[src/rtl/prog_clock_divider_pkg.sv]
// Shared types and constants for the programmable multi-channel clock divider.
package prog_clock_divider_pkg;

   typedef enum logic [1:0] {
      ST_IDLE     = 2'd0,
      ST_RUN      = 2'd1,
      ST_STOPPING = 2'd2
   } ch_state_t;

   // A requested half-period below this is treated as this value.
   localparam int unsigned MIN_RATIO = 1;

endpackage

[src/rtl/prog_clock_divider_channel.sv]
// One divider channel: half-period counter, glitch-free ratio update, run/stop sequencing.
//
//   state       | meaning
//   ------------+---------------------------------------------------------------
//   ST_IDLE     | output held low, counter cleared, pending ratio applied at once
//   ST_RUN      | dividing; pending ratio applied at each low->high toggle
//   ST_STOPPING | en dropped while high; finish the high phase, then idle
module div_channel
   import prog_clock_divider_pkg::*;
#(
   parameter int CNT_W    = 16,
   parameter int RST_HALF = 5
) (
   input  logic             i_clk,
   input  logic             i_rst_n,
   input  logic             i_en,
   input  logic [CNT_W-1:0] i_div_half,
   input  logic             i_load,
   input  logic             i_sync,
   output logic             o_clk_out,
   output logic             o_tick
);

   localparam logic [CNT_W-1:0] CNT_MIN   = CNT_W'(MIN_RATIO);
   localparam logic [CNT_W-1:0] CNT_ONE   = {{(CNT_W-1){1'b0}}, 1'b1};
   localparam logic [CNT_W-1:0] RST_RATIO = (RST_HALF < int'(MIN_RATIO)) ? CNT_MIN
                                                                         : CNT_W'(RST_HALF);

   ch_state_t        r_state;
   logic [CNT_W-1:0] r_cnt;
   logic [CNT_W-1:0] r_ratio_act;
   logic [CNT_W-1:0] r_ratio_pend;
   logic             r_pend_valid;
   logic             r_clk_q;
   logic             r_tick;

   logic [CNT_W-1:0] w_load_ratio;
   logic [CNT_W-1:0] w_cnt_inc;
   logic             w_terminal;

   assign w_load_ratio = (i_div_half < CNT_MIN) ? CNT_MIN : i_div_half;
   assign w_cnt_inc    = r_cnt + CNT_ONE;
   assign w_terminal   = (r_cnt == r_ratio_act);

   always_ff @(posedge i_clk) begin
      if (!i_rst_n) begin
         r_state      <= ST_IDLE;
         r_cnt        <= '0;
         r_ratio_act  <= RST_RATIO;
         r_ratio_pend <= RST_RATIO;
         r_pend_valid <= 1'b0;
         r_clk_q      <= 1'b0;
         r_tick       <= 1'b0;
      end else begin
         r_tick <= 1'b0;

         if (r_state == ST_IDLE) begin
            r_clk_q <= 1'b0;
            r_cnt   <= '0;
            if (r_pend_valid) begin
               r_ratio_act  <= r_ratio_pend;
               r_pend_valid <= 1'b0;
            end
            if (i_en) begin
               r_state <= ST_RUN;
               r_clk_q <= 1'b1;
               r_tick  <= ~r_clk_q;
               r_cnt   <= CNT_ONE;
            end
         end else if (i_sync) begin
            // Restart the period; a channel already high stays high, so no tick.
            if (r_pend_valid) begin
               r_ratio_act  <= r_ratio_pend;
               r_pend_valid <= 1'b0;
            end
            r_clk_q <= 1'b1;
            r_tick  <= ~r_clk_q;
            r_cnt   <= CNT_ONE;
            r_state <= i_en ? ST_RUN : ST_IDLE;
         end else if (!i_en && !r_clk_q) begin
            r_state <= ST_IDLE;
            r_clk_q <= 1'b0;
            r_cnt   <= '0;
         end else if (w_terminal) begin
            r_cnt <= CNT_ONE;
            if (r_clk_q) begin
               r_clk_q <= 1'b0;
               r_state <= i_en ? ST_RUN : ST_IDLE;
               if (!i_en) begin
                  r_cnt <= '0;
               end
            end else begin
               // Period boundary: the only point a new ratio may take effect.
               r_clk_q <= 1'b1;
               r_tick  <= 1'b1;
               r_state <= ST_RUN;
               if (r_pend_valid) begin
                  r_ratio_act  <= r_ratio_pend;
                  r_pend_valid <= 1'b0;
               end
            end
         end else begin
            r_cnt   <= w_cnt_inc;
            r_state <= i_en ? ST_RUN : ST_STOPPING;
         end

         // Written last so a load on an application edge stays pending.
         if (i_load) begin
            r_ratio_pend <= w_load_ratio;
            r_pend_valid <= 1'b1;
         end
      end
   end

   assign o_clk_out = r_clk_q;
   assign o_tick    = r_tick;

endmodule

[src/rtl/prog_clock_divider.sv]
// Programmable clock divider: NUM_CH independent channels sharing load and sync strobes.
module prog_clock_divider
   import prog_clock_divider_pkg::*;
#(
   parameter int NUM_CH   = 4,
   parameter int CNT_W    = 16,
   parameter int RST_HALF = 5
) (
   input  logic                    clk_in,
   input  logic                    rst_n,
   input  logic [NUM_CH-1:0]       en,
   input  logic [NUM_CH*CNT_W-1:0] div_half,
   input  logic                    load,
   input  logic                    sync,
   output logic [NUM_CH-1:0]       clk_out,
   output logic [NUM_CH-1:0]       tick
);

   for (genvar g = 0; g < NUM_CH; g++) begin : g_ch
      div_channel #(
         .CNT_W    (CNT_W),
         .RST_HALF (RST_HALF)
      ) u_ch (
         .i_clk      (clk_in),
         .i_rst_n    (rst_n),
         .i_en       (en[g]),
         .i_div_half (div_half[g*CNT_W +: CNT_W]),
         .i_load     (load),
         .i_sync     (sync),
         .o_clk_out  (clk_out[g]),
         .o_tick     (tick[g])
      );
   end

endmodule

[config.mk]
export PLATFORM = sky130hd
export DESIGN_NAME = prog_clock_divider
export DESIGN_NICKNAME = d
export VERILOG_FILES = /design/src/rtl/prog_clock_divider_pkg.sv /design/src/rtl/prog_clock_divider_channel.sv /design/src/rtl/prog_clock_divider.sv
export SDC_FILE = /design/constraint.sdc
export NUM_CORES = 1
export LEC_CHECK = 0
export ABC_AREA = 0
export CAP_MARGIN = 0
export CORE_ASPECT_RATIO = 0.7
export CORE_MARGIN = 3
export CORE_UTILIZATION = 35
export DETAILED_ROUTE_END_ITERATION = 12
export PLACE_DENSITY_LB_ADDON = 0.05
export SYNTH_ARGS = -nofsm -noshare
export SYNTH_HDL_FRONTEND = slang
export SYNTH_HIERARCHICAL = 1
export SYNTH_SLANG_ARGS = --single-unit
[constraint.sdc]
create_clock -name clk_in -period 2.3 [get_ports clk_in]
set_input_delay 0.46 -clock clk_in [delete_from_list [all_inputs] [get_ports clk_in]]
set_output_delay 0.46 -clock clk_in [all_outputs]
set_load 0.1 [all_outputs]
# [Word level (Yosys, flattened, before mapping)]
# Index checks and enable logic that the tools add are counted.
[totals] reg_bits=212 latch_bits=0 mem_bits_rw=0 rom_bits=0 output_inout_bits=8 memories=0
[classes] add_sub_neg=4 multipliers=0 div_mod_pow=0 magnitude_cmp=4 eq_ne=24 shift=0 n_mux=152 n_bitwise=4 reduce_logical=36
[ops] op="$mux 16" count=45
[ops] op="$mux 1" count=79
[ops] op="$add 16x1->16 const B" count=4
[ops] op="$eq 16x16->1" count=4
[ops] op="$lt 16x1->1 const B" count=4
[ops] op="$mux 2" count=28
[ops] op="$reduce_bool 4->1" count=8
[ops] op="$reduce_and 3->1" count=8
[ops] op="$ne 4x3->1 const B" count=4
[ops] op="$ne 4x4->1 const B" count=4
[ops] op="$ne 3x2->1 const B" count=4
[ops] op="$ne 3x3->1 const B" count=4
[ops] op="$reduce_bool 3->1" count=4
[ops] op="$logic_not 1->1" count=8
[ops] op="$logic_not 2->1" count=4
[ops] op="$ne 2x2->1 const B" count=4
[ops] op="$logic_and 1x1->1" count=4
[ops] op="$not 1->1" count=4

# [Longest topological paths before layout]
[logic_depth] word_depth=6 depth_mapped=7

# [Modules after synthesis]
# Netlist, hierarchy kept.
[by_module_without_submodules] mod="div_channel (g_ch[0].u_ch ...)" instances=2 cells_each=246 area_each_um2=2302.2 seq_area_each_um2=1061.0
[by_module_without_submodules] mod="div_channel (g_ch[3].u_ch)" instances=1 cells_each=248 area_each_um2=2322.2 seq_area_each_um2=1061.0
[by_module_without_submodules] mod="div_channel (g_ch[2].u_ch)" instances=1 cells_each=245 area_each_um2=2289.7 seq_area_each_um2=1061.0

# [Least setup slack after synthesis]
# Ideal clock, no wire load.
[synth_timing] path_type="reg2reg" startpoint="register g_ch[3].u_ch.r_cnt[4]" endpoint="register g_ch[3].u_ch.r_ratio_act[0]" setup_ps=72 arrival_ps=1726 required_time_ps=2228 slack_ps=503 stages_incl_launch_ff=8 n_path_buf=2 synth_period_minus_slack_ps=1797 cell_sequence="dfxtp_1 -> buf_2 -> xor2_1 -> nor4_2 -> nand4_2 -> o21ai_4 -> buf_12 -> mux2i_1"
[synth_via] elab_chain_cells=3
[synth_lines] element="from (decl)" line="prog_clock_divider_channel.sv:30" rtl="logic [CNT_W-1:0] r_cnt;"
[synth_lines] element="from (signal assigned)" line="prog_clock_divider_channel.sv:103" rtl="r_cnt <= w_cnt_inc;"
[synth_lines] element="$eq 16x16->1" line="prog_clock_divider_channel.sv:43" rtl="assign w_terminal = (r_cnt == r_ratio_act);"
[synth_lines] element="$reduce_bool 3->1 (no line)"
[synth_lines] element="$reduce_and 3->1 (no line)"
[synth_lines] element="to (signal assigned)" line="prog_clock_divider_channel.sv:61" rtl="r_ratio_act <= r_ratio_pend;"
[synth_lines] element="to (signal assigned)" line="prog_clock_divider_channel.sv:73" rtl="r_ratio_act <= r_ratio_pend;"
[synth_lines] element="to (signal assigned)" line="prog_clock_divider_channel.sv:98" rtl="r_ratio_act <= r_ratio_pend;"
[synth_lines] element="to (decl)" line="prog_clock_divider_channel.sv:31" rtl="logic [CNT_W-1:0] r_ratio_act;"
# Every way passes these cells.
# A chain may end at the register's enable or synchronous reset.

# [Worst setup path after layout]
[layout_timing] startpoint="register g_ch[3].u_ch.r_cnt[0]" endpoint="register g_ch[3].u_ch.r_clk_q"
[layout_via] elab_chain_cells=2
[layout_lines] element="$eq 16x16->1" line="prog_clock_divider_channel.sv:43"
[layout_lines] element="$reduce_bool 4->1 (no line)"
[layout_lines] element="to (signal assigned)" line="prog_clock_divider_channel.sv:52" rtl="r_clk_q <= 1'b0;"
[layout_lines] element="to (signal assigned)" line="prog_clock_divider_channel.sv:58" rtl="r_clk_q <= 1'b0;"
[layout_lines] element="to (signal assigned)" line="prog_clock_divider_channel.sv:66" rtl="r_clk_q <= 1'b1;"
[layout_lines] element="to (decl)" line="prog_clock_divider_channel.sv:34" rtl="logic r_clk_q;"
# Every way passes these cells.

==> run summary <==
Fmax: 503 MHz
Setup crit end kind: flop
Max clock buf depth: 3
leakage: 4.45 nW
clock slew at reported path FFs: 60 ps
CTS Hold Buffers Added: 0
outcome: completed
reg2reg path depth: 5
gr ovfl total: 0
drt wl/cell: 14.6 um
hold_ws: 267 ps
Post-Syn Area: 0.00922 mm2
share of the synthesized area in the top cell type: 46.0%
clock buffer count from CTS: 23
Reg2Reg Setup Slack: 310 ps
RSZ-0062 raised after global routing: false
launching point of the worst reg2reg path: g_ch[3].u_ch/r_cnt[0]$_SDFF_PN0_
share of layout cells above drive strength 1: 8.20%
final-report setup violation count: 0
sum of negative setup slack: 0 ps
max-cap viol count: 0
I/O pin cnt: 80
worst-skew pair later-pin latency: 510 ps
Post-Synth Adder-Cell Area: 0.543%
Placer Congestion: 0.768
Post-layout nets: 1,146
H-tree levels: 1
Post-Syn Instances: 985
drt via density: 4.68
XOR/XNOR share of the synthesized area: 11.4%
Starting Density: 35.7%
post-synth top area cell: dfxtp_1
first-pass GRT wire length: 35,100 um
dominant cells by area after synthesis: dfxtp_1 (46%), mux2i_1 (13%), xor2_1 (8.7%), nor2_1 (6.3%), nand2_1 (6.1%)
total power draw: 8.31 mW
DP Cell Count: 1,402
worst relative slew slack: 54.8%
CTS root buffer: clkbuf_16
critical path endpoint: g_ch[3].u_ch/o_clk_out$_SDFFE_PN0P_
worst setup path class: flop to flop
Post-synth EDFFs: 0
Fin Clk Skew: 16.3 ps
mux cell area share after synthesis: 13.5%
Slowest-stage cell, CP: nor4_1
initial DRC count: 249
compound-cell area share of the yosys netlist: 4.02%
Resize count post-CTS: 0
Antenna Violating Nets Remaining: 0
Final Hold Violating Endpoints: 0
FP Rows: 49
DR vias: 6,749
slowest stage delay, CP: 470 ps
Sink Count: 212
post-layout util: 43.4%
port buffer count: 79
drt drc: 0
DR pass1 iterations: 6
Post-CTS Setup Repair Bufs: 0
commonest register cell after synthesis: dfxtp_1
Total Routed Length: 21,000 um
total core area: 0.0258 mm2
area added between synthesis and finish: 21.4%
vias in the first global route: 6,681
DIE AREA: 0.0283 mm2
ys async rst share: 0%
CTS tree: yes
Die Ht: 142 um
largest net degree at the start of global routing: 73
Power per Cell Area: 742 mW/mm2
dominant cell by count in the synthesized netlist: dfxtp_1
largest family of logic cells by synthesized area: simple AND/OR/NAND/NOR gates
Startpoint Class: flop
Final Non-Filler Cells: 1,442
Crit path arrival time: 2410 ps
worst r2r dst: g_ch[3].u_ch/o_clk_out$_SDFFE_PN0P_
Net Count, Synth: 1,061
VDD IR max: 565 uV
Netlist cell types: 38
crit-path max FO: 5
hold crit path type: primary input to flop
post-synthesis simple-gate area fraction: 21.5%
Crit. Startpoint: g_ch[3].u_ch/r_cnt[0]$_SDFF_PN0_
Yosys Warn Count: 6
Post-Synthesis Mean Instance Area: 9.36 um2
fin. max-slew vios: 0
crit-path cells: xor2_1 > nor4_1 > nand4_2 > or3_2 > a41oi_1
WP data required: 2720 ps
final critical-path share of the clock period: 86.4%
Die X: 200 um
slew at the pin with the worst max-slew slack: 672 ps
register bit count reported by yosys: 212
sequential cell area fraction in the yosys report: 46.0%
initial antenna violation count: 0
Tot GR Track Use: 15.0%
placed wire-length estimate: 15,000 um
top post-synthesis cells by count: dfxtp_1 (212), nor2_1 (155), nand2_1 (151)
Period minus WS final: 1990 ps
ANT cells: 0
-- cells by family (layout without fill, tap and decap cells) --
| family | after synthesis | in the layout |
|---|---|---|
| AND/OR/NAND/NOR | 420 | 420 |
| flip-flops | 212 | 212 |
| multiplexers | 124 | 124 |
| XOR/XNOR | 120 | 120 |
| buffers and inverters | 57 | 157 |
| AO/OA/AOI/OAI | 48 | 48 |
| adder cells (fa/ha/maj) | 4 | 4 |
-- per-stage QoR --
step | instance area (um2) | setup WS, ps
after floorplan | 9220 | 503
after global placement | 10400 | 347
after detailed placement | 10400 | 352
after CTS | 11200 | 329
after global routing | 11200 | 108
final | 11200 | 313
-- final cells by class --
cell class                 count  area (um2)
fill                        2534       14600
multi-input combinational    716        4690
sequential                   212        4240
timing repair buffer         101        1010
clock buffer                  33         653
tap                          357         447
clock inverter                 7        92.6
inverter                      16        60.1
-- power by group --
| part | internal [mW] | switching (mW) |
|---|---|---|
| combinational | 0.329 | 0.400 |
| clock | 2.20 | 1.50 |
| sequential | 3.79 | 0.0829 |
-- cell usage in the layout, fill, tap and decap left out, types with 15 or more instances in the layout --
cell type        synthesis  routed
clkbuf_16                0      23
nor4_1                  16      16
clkdlybuf4s50_1          0      69
inv_1                   16      16
xnor2_1                 28      28
dfxtp_1                212     212
buf_4                    2      26
xor2_1                  92      92
nand3_1                 15      15
nand2_1                151     151
mux2i_1                124     124
nor2_1                 155     155
-- registers in the layout (all words and copies together) (netlist names) --
signal / count
g_ch.u_ch/r_pend_valid: 4
g_ch.u_ch/r_ratio_act: 64
g_ch.u_ch/r_cnt: 64
g_ch.u_ch/r_ratio_pend: 64
g_ch.u_ch/o_clk_out: 4
g_ch.u_ch/r_state: 8
g_ch.u_ch/o_tick: 4
-- layer usage --
layer	up-vias	track usage (%)	part of all wire, %
met4	0	3.01	1.8
met3	26	2.37	3.6
met5	-	0	0
met1	3118	23.6	55
met2	89	21.5	40
li1	3516	-	-
-- worst min-delay path by stage --
stage | start | endpoint | slack, ps | depth (start not counted)
after global placement | g_ch[0].u_ch/r_ratio_pend[0]$_SDFFE_PN1P_ | g_ch[0].u_ch/r_ratio_pend[0]$_SDFFE_PN1P_ | 450 | 2
final | rst_n | g_ch[1].u_ch/r_ratio_pend[0]$_SDFFE_PN1P_ | 270 | 2
after detailed placement | g_ch[1].u_ch/r_ratio_pend[12]$_SDFFE_PN0P_ | g_ch[1].u_ch/r_ratio_act[12]$_SDFFE_PN0P_ | 460 | 2
after global routing | rst_n | g_ch[1].u_ch/r_ratio_pend[0]$_SDFFE_PN1P_ | 270 | 2
after floorplan | g_ch[0].u_ch/r_ratio_pend[0]$_SDFFE_PN1P_ | g_ch[0].u_ch/r_ratio_pend[0]$_SDFFE_PN1P_ | 430 | 2
after CTS | rst_n | g_ch[1].u_ch/r_ratio_pend[0]$_SDFFE_PN1P_ | 250 | 2
-- worst max-delay path: cells and delay by family (launching register included) --
kind             cells  cell delay, ps
XOR/XNOR             1             100
AO/OA/AOI/OAI        1             160
flip-flops           1             430
AND/OR/NAND/NOR      3            1220
No activity file was read; power rests on OpenSTA's default activity.
